[config.mk]
export PLATFORM = sky130hd
export DESIGN_NAME = gpio_ctrl_flat
export DESIGN_NICKNAME = d
export VERILOG_FILES = /design/src/rtl/gpio_pkg.sv /design/src/rtl/gpio_if.sv /design/src/rtl/gpio_sync.sv /design/src/rtl/gpio_ctrl.sv /design/src/flat_wrapper.sv
export SDC_FILE = /design/constraint.sdc
export NUM_CORES = 1
export LEC_CHECK = 0
export CAP_MARGIN = 40
export CORE_MARGIN = 8
export CORE_UTILIZATION = 40
export DETAILED_ROUTE_END_ITERATION = 16
export DONT_BUFFER_PORTS = 1
export GPL_ROUTABILITY_DRIVEN = 0
export PLACE_DENSITY = 0.52
export SLEW_MARGIN = 5
export SYNTH_ARGS = -nofsm -noshare
export SYNTH_HDL_FRONTEND = slang
export SYNTH_HIERARCHICAL = 1
export SYNTH_SLANG_ARGS = --single-unit
[constraint.sdc]
create_clock -name clk -period 1.7 [get_ports clk]
set_input_delay 0.255 -clock clk [delete_from_list [all_inputs] [get_ports clk]]
set_output_delay 0.255 -clock clk [all_outputs]
set_load 0.1 [all_outputs]
[src/rtl/gpio_pkg.sv]
// Shared definitions for the GPIO peripheral: register offsets, pin limits and the
// offset decoder used by the register file.
package gpio_pkg;

  localparam int GPIO_MAX_PINS = 32;

  localparam logic [11:0] GPIO_DO_OFS  = 12'h000;
  localparam logic [11:0] GPIO_OE_OFS  = 12'h004;
  localparam logic [11:0] GPIO_DI_OFS  = 12'h008;
  localparam logic [11:0] GPIO_SET_OFS = 12'h00C;
  localparam logic [11:0] GPIO_CLR_OFS = 12'h010;
  localparam logic [11:0] GPIO_TGL_OFS = 12'h014;

  typedef enum logic [2:0] {
    REG_DO   = 3'd0,
    REG_OE   = 3'd1,
    REG_DI   = 3'd2,
    REG_SET  = 3'd3,
    REG_CLR  = 3'd4,
    REG_TGL  = 3'd5,
    REG_NONE = 3'd7
  } gpio_reg_e;

  // Word index is addr[11:2]; the byte lanes never take part in decoding.
  function automatic gpio_reg_e gpio_decode(input logic [9:0] word);
    gpio_reg_e r;
    case ({word, 2'b00})
      GPIO_DO_OFS:  r = REG_DO;
      GPIO_OE_OFS:  r = REG_OE;
      GPIO_DI_OFS:  r = REG_DI;
      GPIO_SET_OFS: r = REG_SET;
      GPIO_CLR_OFS: r = REG_CLR;
      GPIO_TGL_OFS: r = REG_TGL;
      default:      r = REG_NONE;
    endcase
    return r;
  endfunction

endpackage

[src/rtl/gpio_if.sv]
// CPU data-bus command/response bundle for the GPIO peripheral.
// Handshake: the master raises mem_cmd_valid (with sel and the command fields) and holds
// them stable until mem_ready; the slave pulses mem_ready for exactly one cycle per transfer,
// with mem_rdata valid only during that pulse.
interface gpio_if;
  logic        mem_cmd_sel;
  logic        mem_cmd_valid;
  logic        mem_ready;
  logic        mem_cmd_wr;
  logic [11:0] mem_cmd_addr;
  logic [31:0] mem_cmd_wdata;
  logic [31:0] mem_rdata;

  modport master (
    output mem_cmd_sel, mem_cmd_valid, mem_cmd_wr, mem_cmd_addr, mem_cmd_wdata,
    input  mem_ready, mem_rdata
  );

  modport slave (
    input  mem_cmd_sel, mem_cmd_valid, mem_cmd_wr, mem_cmd_addr, mem_cmd_wdata,
    output mem_ready, mem_rdata
  );
endinterface

[src/rtl/gpio_sync.sv]
// Two-stage synchronizer bringing the asynchronous pad inputs into the clk domain.
module gpio_sync #(
  parameter int WIDTH = 8
) (
  input  logic             clk,
  input  logic             reset_,
  input  logic [WIDTH-1:0] d,
  output logic [WIDTH-1:0] q
);

  logic [WIDTH-1:0] meta_q;
  logic [WIDTH-1:0] sync_q;

  always_ff @(posedge clk or posedge reset_) begin
    if (reset_) begin
      meta_q <= '0;
      sync_q <= '0;
    end else begin
      meta_q <= d;
      sync_q <= meta_q;
    end
  end

  assign q = sync_q;

endmodule

[src/rtl/gpio_ctrl.sv]
// Memory-mapped GPIO peripheral: DO/OE registers, DI readback and SET/CLR/TGL aliases.
// Build option GPIO_SYNC_EN puts a 2-flop synchronizer in front of the pad inputs.
import gpio_pkg::*;

module gpio_ctrl #(
  parameter int NR_GPIOS = 8
) (
  input  logic                clk,
  input  logic                reset_,
  gpio_if.slave               mem,
  output logic [NR_GPIOS-1:0] gpio_oe,
  output logic [NR_GPIOS-1:0] gpio_do,
  input  logic [NR_GPIOS-1:0] gpio_di
);

  logic [NR_GPIOS-1:0] do_q;
  logic [NR_GPIOS-1:0] oe_q;
  logic [NR_GPIOS-1:0] do_nxt;
  logic [NR_GPIOS-1:0] oe_nxt;
  logic [NR_GPIOS-1:0] di_s;
  logic [NR_GPIOS-1:0] wpins;
  logic [31:0]         rd_val;
  logic                ready_q;
  logic [31:0]         rdata_q;
  logic                acc;
  gpio_reg_e           reg_sel;

`ifdef GPIO_SYNC_EN
  gpio_sync #(.WIDTH(NR_GPIOS)) u_sync (
    .clk    (clk),
    .reset_ (reset_),
    .d      (gpio_di),
    .q      (di_s)
  );
`else
  assign di_s = gpio_di;
`endif

  // The !ready term forces at least one idle cycle between back-to-back transfers.
  assign acc     = mem.mem_cmd_valid & mem.mem_cmd_sel & ~ready_q;
  assign reg_sel = gpio_decode(mem.mem_cmd_addr[11:2]);
  assign wpins   = mem.mem_cmd_wdata[NR_GPIOS-1:0];

  // Byte-lane bits and write-data bits above the pin count are intentionally ignored.
  logic unused_bits;
  assign unused_bits = ^{mem.mem_cmd_addr[1:0], mem.mem_cmd_wdata};

  always_comb begin
    rd_val = '0;
    case (reg_sel)
      REG_DO:  rd_val[NR_GPIOS-1:0] = do_q;
      REG_OE:  rd_val[NR_GPIOS-1:0] = oe_q;
      REG_DI:  rd_val[NR_GPIOS-1:0] = di_s;
      default: rd_val = '0;
    endcase
  end

  always_comb begin
    do_nxt = do_q;
    oe_nxt = oe_q;
    case (reg_sel)
      REG_DO:  do_nxt = wpins;
      REG_OE:  oe_nxt = wpins;
      REG_SET: do_nxt = do_q | wpins;
      REG_CLR: do_nxt = do_q & ~wpins;
      REG_TGL: do_nxt = do_q ^ wpins;
      default: ;
    endcase
  end

  always_ff @(posedge clk or posedge reset_) begin
    if (reset_) begin
      ready_q <= 1'b0;
      rdata_q <= '0;
      do_q    <= '0;
      oe_q    <= '0;
    end else begin
      ready_q <= acc;
      rdata_q <= (acc && !mem.mem_cmd_wr) ? rd_val : '0;
      if (acc && mem.mem_cmd_wr) begin
        do_q <= do_nxt;
        oe_q <= oe_nxt;
      end
    end
  end

  assign mem.mem_ready = ready_q;
  assign mem.mem_rdata = rdata_q;
  assign gpio_do       = do_q;
  assign gpio_oe       = oe_q;

endmodule

[src/flat_wrapper.sv]
// flat-port wrapper written by rule: the top's interface ports become plain ports
module gpio_ctrl_flat 
#(
  parameter int NR_GPIOS = 8
)
  (clk, reset_, gpio_oe, gpio_do, gpio_di, mem_mem_cmd_sel, mem_mem_cmd_valid, mem_mem_cmd_wr, mem_mem_cmd_addr, mem_mem_cmd_wdata, mem_mem_ready, mem_mem_rdata);
  gpio_if mem_i ();
  input  logic clk;
  input  logic reset_;
  output logic [NR_GPIOS-1:0] gpio_oe;
  output logic [NR_GPIOS-1:0] gpio_do;
  input  logic [NR_GPIOS-1:0] gpio_di;
  input wire logic [$bits(mem_i.mem_cmd_sel)-1:0] mem_mem_cmd_sel;
  input wire logic [$bits(mem_i.mem_cmd_valid)-1:0] mem_mem_cmd_valid;
  input wire logic [$bits(mem_i.mem_cmd_wr)-1:0] mem_mem_cmd_wr;
  input wire logic [$bits(mem_i.mem_cmd_addr)-1:0] mem_mem_cmd_addr;
  input wire logic [$bits(mem_i.mem_cmd_wdata)-1:0] mem_mem_cmd_wdata;
  output wire logic [$bits(mem_i.mem_ready)-1:0] mem_mem_ready;
  output wire logic [$bits(mem_i.mem_rdata)-1:0] mem_mem_rdata;
  assign mem_i.mem_cmd_sel = mem_mem_cmd_sel;
  assign mem_i.mem_cmd_valid = mem_mem_cmd_valid;
  assign mem_i.mem_cmd_wr = mem_mem_cmd_wr;
  assign mem_i.mem_cmd_addr = mem_mem_cmd_addr;
  assign mem_i.mem_cmd_wdata = mem_mem_cmd_wdata;
  assign mem_mem_ready = mem_i.mem_ready;
  assign mem_mem_rdata = mem_i.mem_rdata;
  gpio_ctrl #(.NR_GPIOS(NR_GPIOS)) u_core (.clk(clk), .reset_(reset_), .mem(mem_i), .gpio_oe(gpio_oe), .gpio_do(gpio_do), .gpio_di(gpio_di));
endmodule
==> impl_metrics.py <==
metrics = {
    "drt": {
        "avgViaCountPerCell": 5.27,
        "drt-wirelength-per-cell_um": 17.2,
        "wl_mm": 4.98,
        "ant_nets": 0,
        "drt_iter0_drc": 90,
        "drc_errors": 0,
        "firstDrtPassIters": 4,
        "routed-via-count": 1522,
    },
    "final_layout": {
        "multi_input_area_um2": 982,
        "final_cell_area_mm2": 0.00209,
        "nFillCells": 409,
        "drive_gt1_frac": 0.241,
        "seqCellArea_um2": 636,
        "areaGrowthSynthToFinish_pct": 16.2,
        "n_antenna_cell": 0,
        "fin_nets": 311,
    },
    "min_path": {
        "hold_path.class": "input port to flop",
    },
    "synth": {
        "synth_edf_count": 0,
        "async_flop_share": 1.00,
        "yosysSeqAreaShare": 0.347,
        "syn_inst": 204,
        "syn-cell-area_mm2": 0.00180,
        "ys_ff_latch": 25,
        "yosys_warnings": 6,
        "synthDistinctLibCells": 35,
        "synthFlopType": "dfrtp_1",
        "avgSynthCellArea_um2": 8.83,
    },
    "worst_setup_path": {
        "critical_path.cell_chain": "or4_1, or4_4, nor2_1",
        "startpoint_type": "flop",
        "critical_path.top_delay_family": "simple AND/OR/NAND/NOR gates",
        "crit_slowest_cell": "or4_4",
        "cp_max_fo": 8,
        "worstPathArrival_ps": 1900,
        "crit_buf_inv": 0,
        "worstPathRequired_ps": 1900,
        "crit_path_max_incr_delay_ps": 510,
        "critPathKind": "flop to flop",
        "cp-end-kind": "flop",
    },
    "floorplanning": {
        "die_y_um": 83.1,
        "fp.dieArea_mm2": 0.00690,
        "design.core.area_mm2": 0.00435,
        "io_pins": 106,
        "die_w_um": 83.1,
        "initial_core_util": 0.414,
        "fp-row-count": 24,
    },
    "timing": {
        "max_freq_mhz": 590,
        "setup_viol_count_final": 0,
        "fin_crit_sh": 0.998,
        "rsz0062_at_grt": "true",
        "fin_setup_tns_ps": 0,
        "finClkSkew_ps": 4.06,
        "slew_violations": 0,
        "final-hold-violation-count": 0,
        "whs_ps": 106,
        "layout_min_cycle_time_ps": 1700,
        "layout_setup_ws_ps": 4.24,
    },
    "power_and_ir_drop": {
        "power.total_mw": 1.39,
        "power_density_mw_per_mm2": 666,
        "leakage_nw": 1.02,
        "max-vdd-ir-drop_uv": 352,
    },
    "grt": {
        "grt_pass1_wl_mm": 7.91,
        "grt.total_usage": 0.137,
        "grt_max_degree": 26,
        "grt_pass1_vias": 1619,
        "antenna_found_initial": 0,
        "grt_overflow": 0,
    },
    "cts": {
        "root_buffer": "clkbuf_8",
        "cts_buffers": 3,
        "clockBufferDepth": 2,
        "cts_tree": "built",
        "cts_max_level": 1,
        "worstSkewPairLatency_ps": 270,
        "cts_sinks": 25,
        "cts_setup_buffers": 0,
        "clkTransAtPathRegs_ps": 100,
    },
    "place": {
        "dp_hpwl_mm": 4.01,
        "pre_cts_ws_ps": -28.6,
        "portBuffers": 0,
        "place_area_mm2": 0.00203,
    },
    "run_status": {
        "status": "finished clean",
    },
    "job": {
        "max-cap-violations": 0,
    },
}
==> area by class of cell <==
cell class	count	share of cell area
Clock inverter	1	0.00239
Sequential cell	25	0.304
Timing Repair Buffer	38	0.138
Inverter	20	0.0359
Tap cell	52	0.0311
Clock buffer	3	0.0197
Multi-Input combinational cell	150	0.469
==> kinds of logic after synthesis <==
group / Yosys count / share of synthesized area
DFF: 25 / 0.347
AOI/OAI and AO/OA: 45 / 0.170
buffers and inverters: 52 / 0.165
other: 1 / 0.00208
xor gates and xnor gates: 1 / 0.00487
muxes: 5 / 0.0285
and+or+nand+nor: 59 / 0.171
adders and majority gates: 16 / 0.111
==> layout by cell type (no fill, tap or decap), types with 2 or more instances in the layout <==
master and count:
or4_1 2, a31oi_1 4, buf_4 37, a21oi_1 4, and3_1 2, nand3_1 3
nor2b_1 2, dfrtp_2 5, conb_1 24, dfrtp_1 19, a222oi_1 3, nor4_2 2
o32a_1 4, nor2_1 14, nand2_1 17, o21ai_0 16, o2bb2ai_1 4, a22oi_1 8
nor2_2 2, ha_1 16, nand4_1 4, clkbuf_8 3, mux2i_1 4, inv_1 20
==> metrics by stage <==
step	instances	util
6_report	289	0.480
5_1_grt	289	0.480
4_1_cts	290	0.482
3_5_place_dp	285	0.466
3_3_place_gp	285	0.466
2_1_floorplan	227	-
==> path summary, 6_finish.rpt <==
check | startpoint | to | slack (ps) | depth (start not counted)
min | mem_mem_cmd_sel | u_core/mem.mem_ready | 110 | 2
max reg2reg | u_core/mem.mem_ready | u_core/mem.mem_rdata[7] | 4 | 3
max | u_core/mem.mem_ready | u_core/mem.mem_rdata[7] | 4 | 3
min reg2reg | u_core/gpio_oe[6] | u_core/gpio_oe[6] | 520 | 2
max in group asynchronous | reset_ | u_core/mem.mem_ready | 940 | 3
min in group asynchronous | reset_ | u_core/mem.mem_rdata[0] | 480 | 3
==> sequential cells by signal, summed over array words and instances (netlist names) <==
signal	count
u_core/mem.mem_ready	1
u_core/mem.mem_rdata	8
u_core/gpio_do	8
u_core/gpio_oe	8
==> cells in the mapped netlist, types with 2 or more instances <==
cell type,count,area [um2]
inv_1,20,75.1
a31oi_1,4,25.0
o21ai_0,16,80.1
buf_2,3,15.0
nor2_1,16,60.1
a21oi_1,4,20.0
dfrtp_1,25,626
clkbuf_1,4,15.0
a22oi_1,8,60.1
or4_1,3,22.5
a222oi_1,3,30.0
and3_1,4,25.0
mux2i_1,4,40.0
nor4_2,2,25.0
nor2b_1,2,12.5
buf_4,24,180
nand4_1,4,25.0
nand3_1,3,15.0
nand2_1,18,67.6
o32a_1,4,40.0
ha_1,16,200
o2bb2ai_1,4,35.0
==> repair_timing <==
item | CTS | global route
resized for setup | 3 | 3
pin swaps | 0 | 0
hold buffers | 1 | 0
hold endpoints to repair | 25 | 0
endpoints found under the setup margin | 8 | 12
==> layer usage <==
metal  wire (um)  vias up  global-route usage  part of all wire
li1            -      730                   -                 -
met1        2290      704               0.163              0.46
met4         103        0              0.0591             0.021
met2        2200       82               0.223              0.44
met5           0        -                   0                 0
met3         383        6              0.0400             0.077
==> where the power goes <==
part	internal (mW)	total, mW	switching [mW]	leakage [nW]
combinational	0.0639	0.417	0.354	0.660
clock	0.164	0.368	0.204	0.0255
sequential	0.602	0.608	0.00626	0.338
total	0.830	1.39	0.564	1.02
Note: power is estimated with default switching activity, not from simulation.
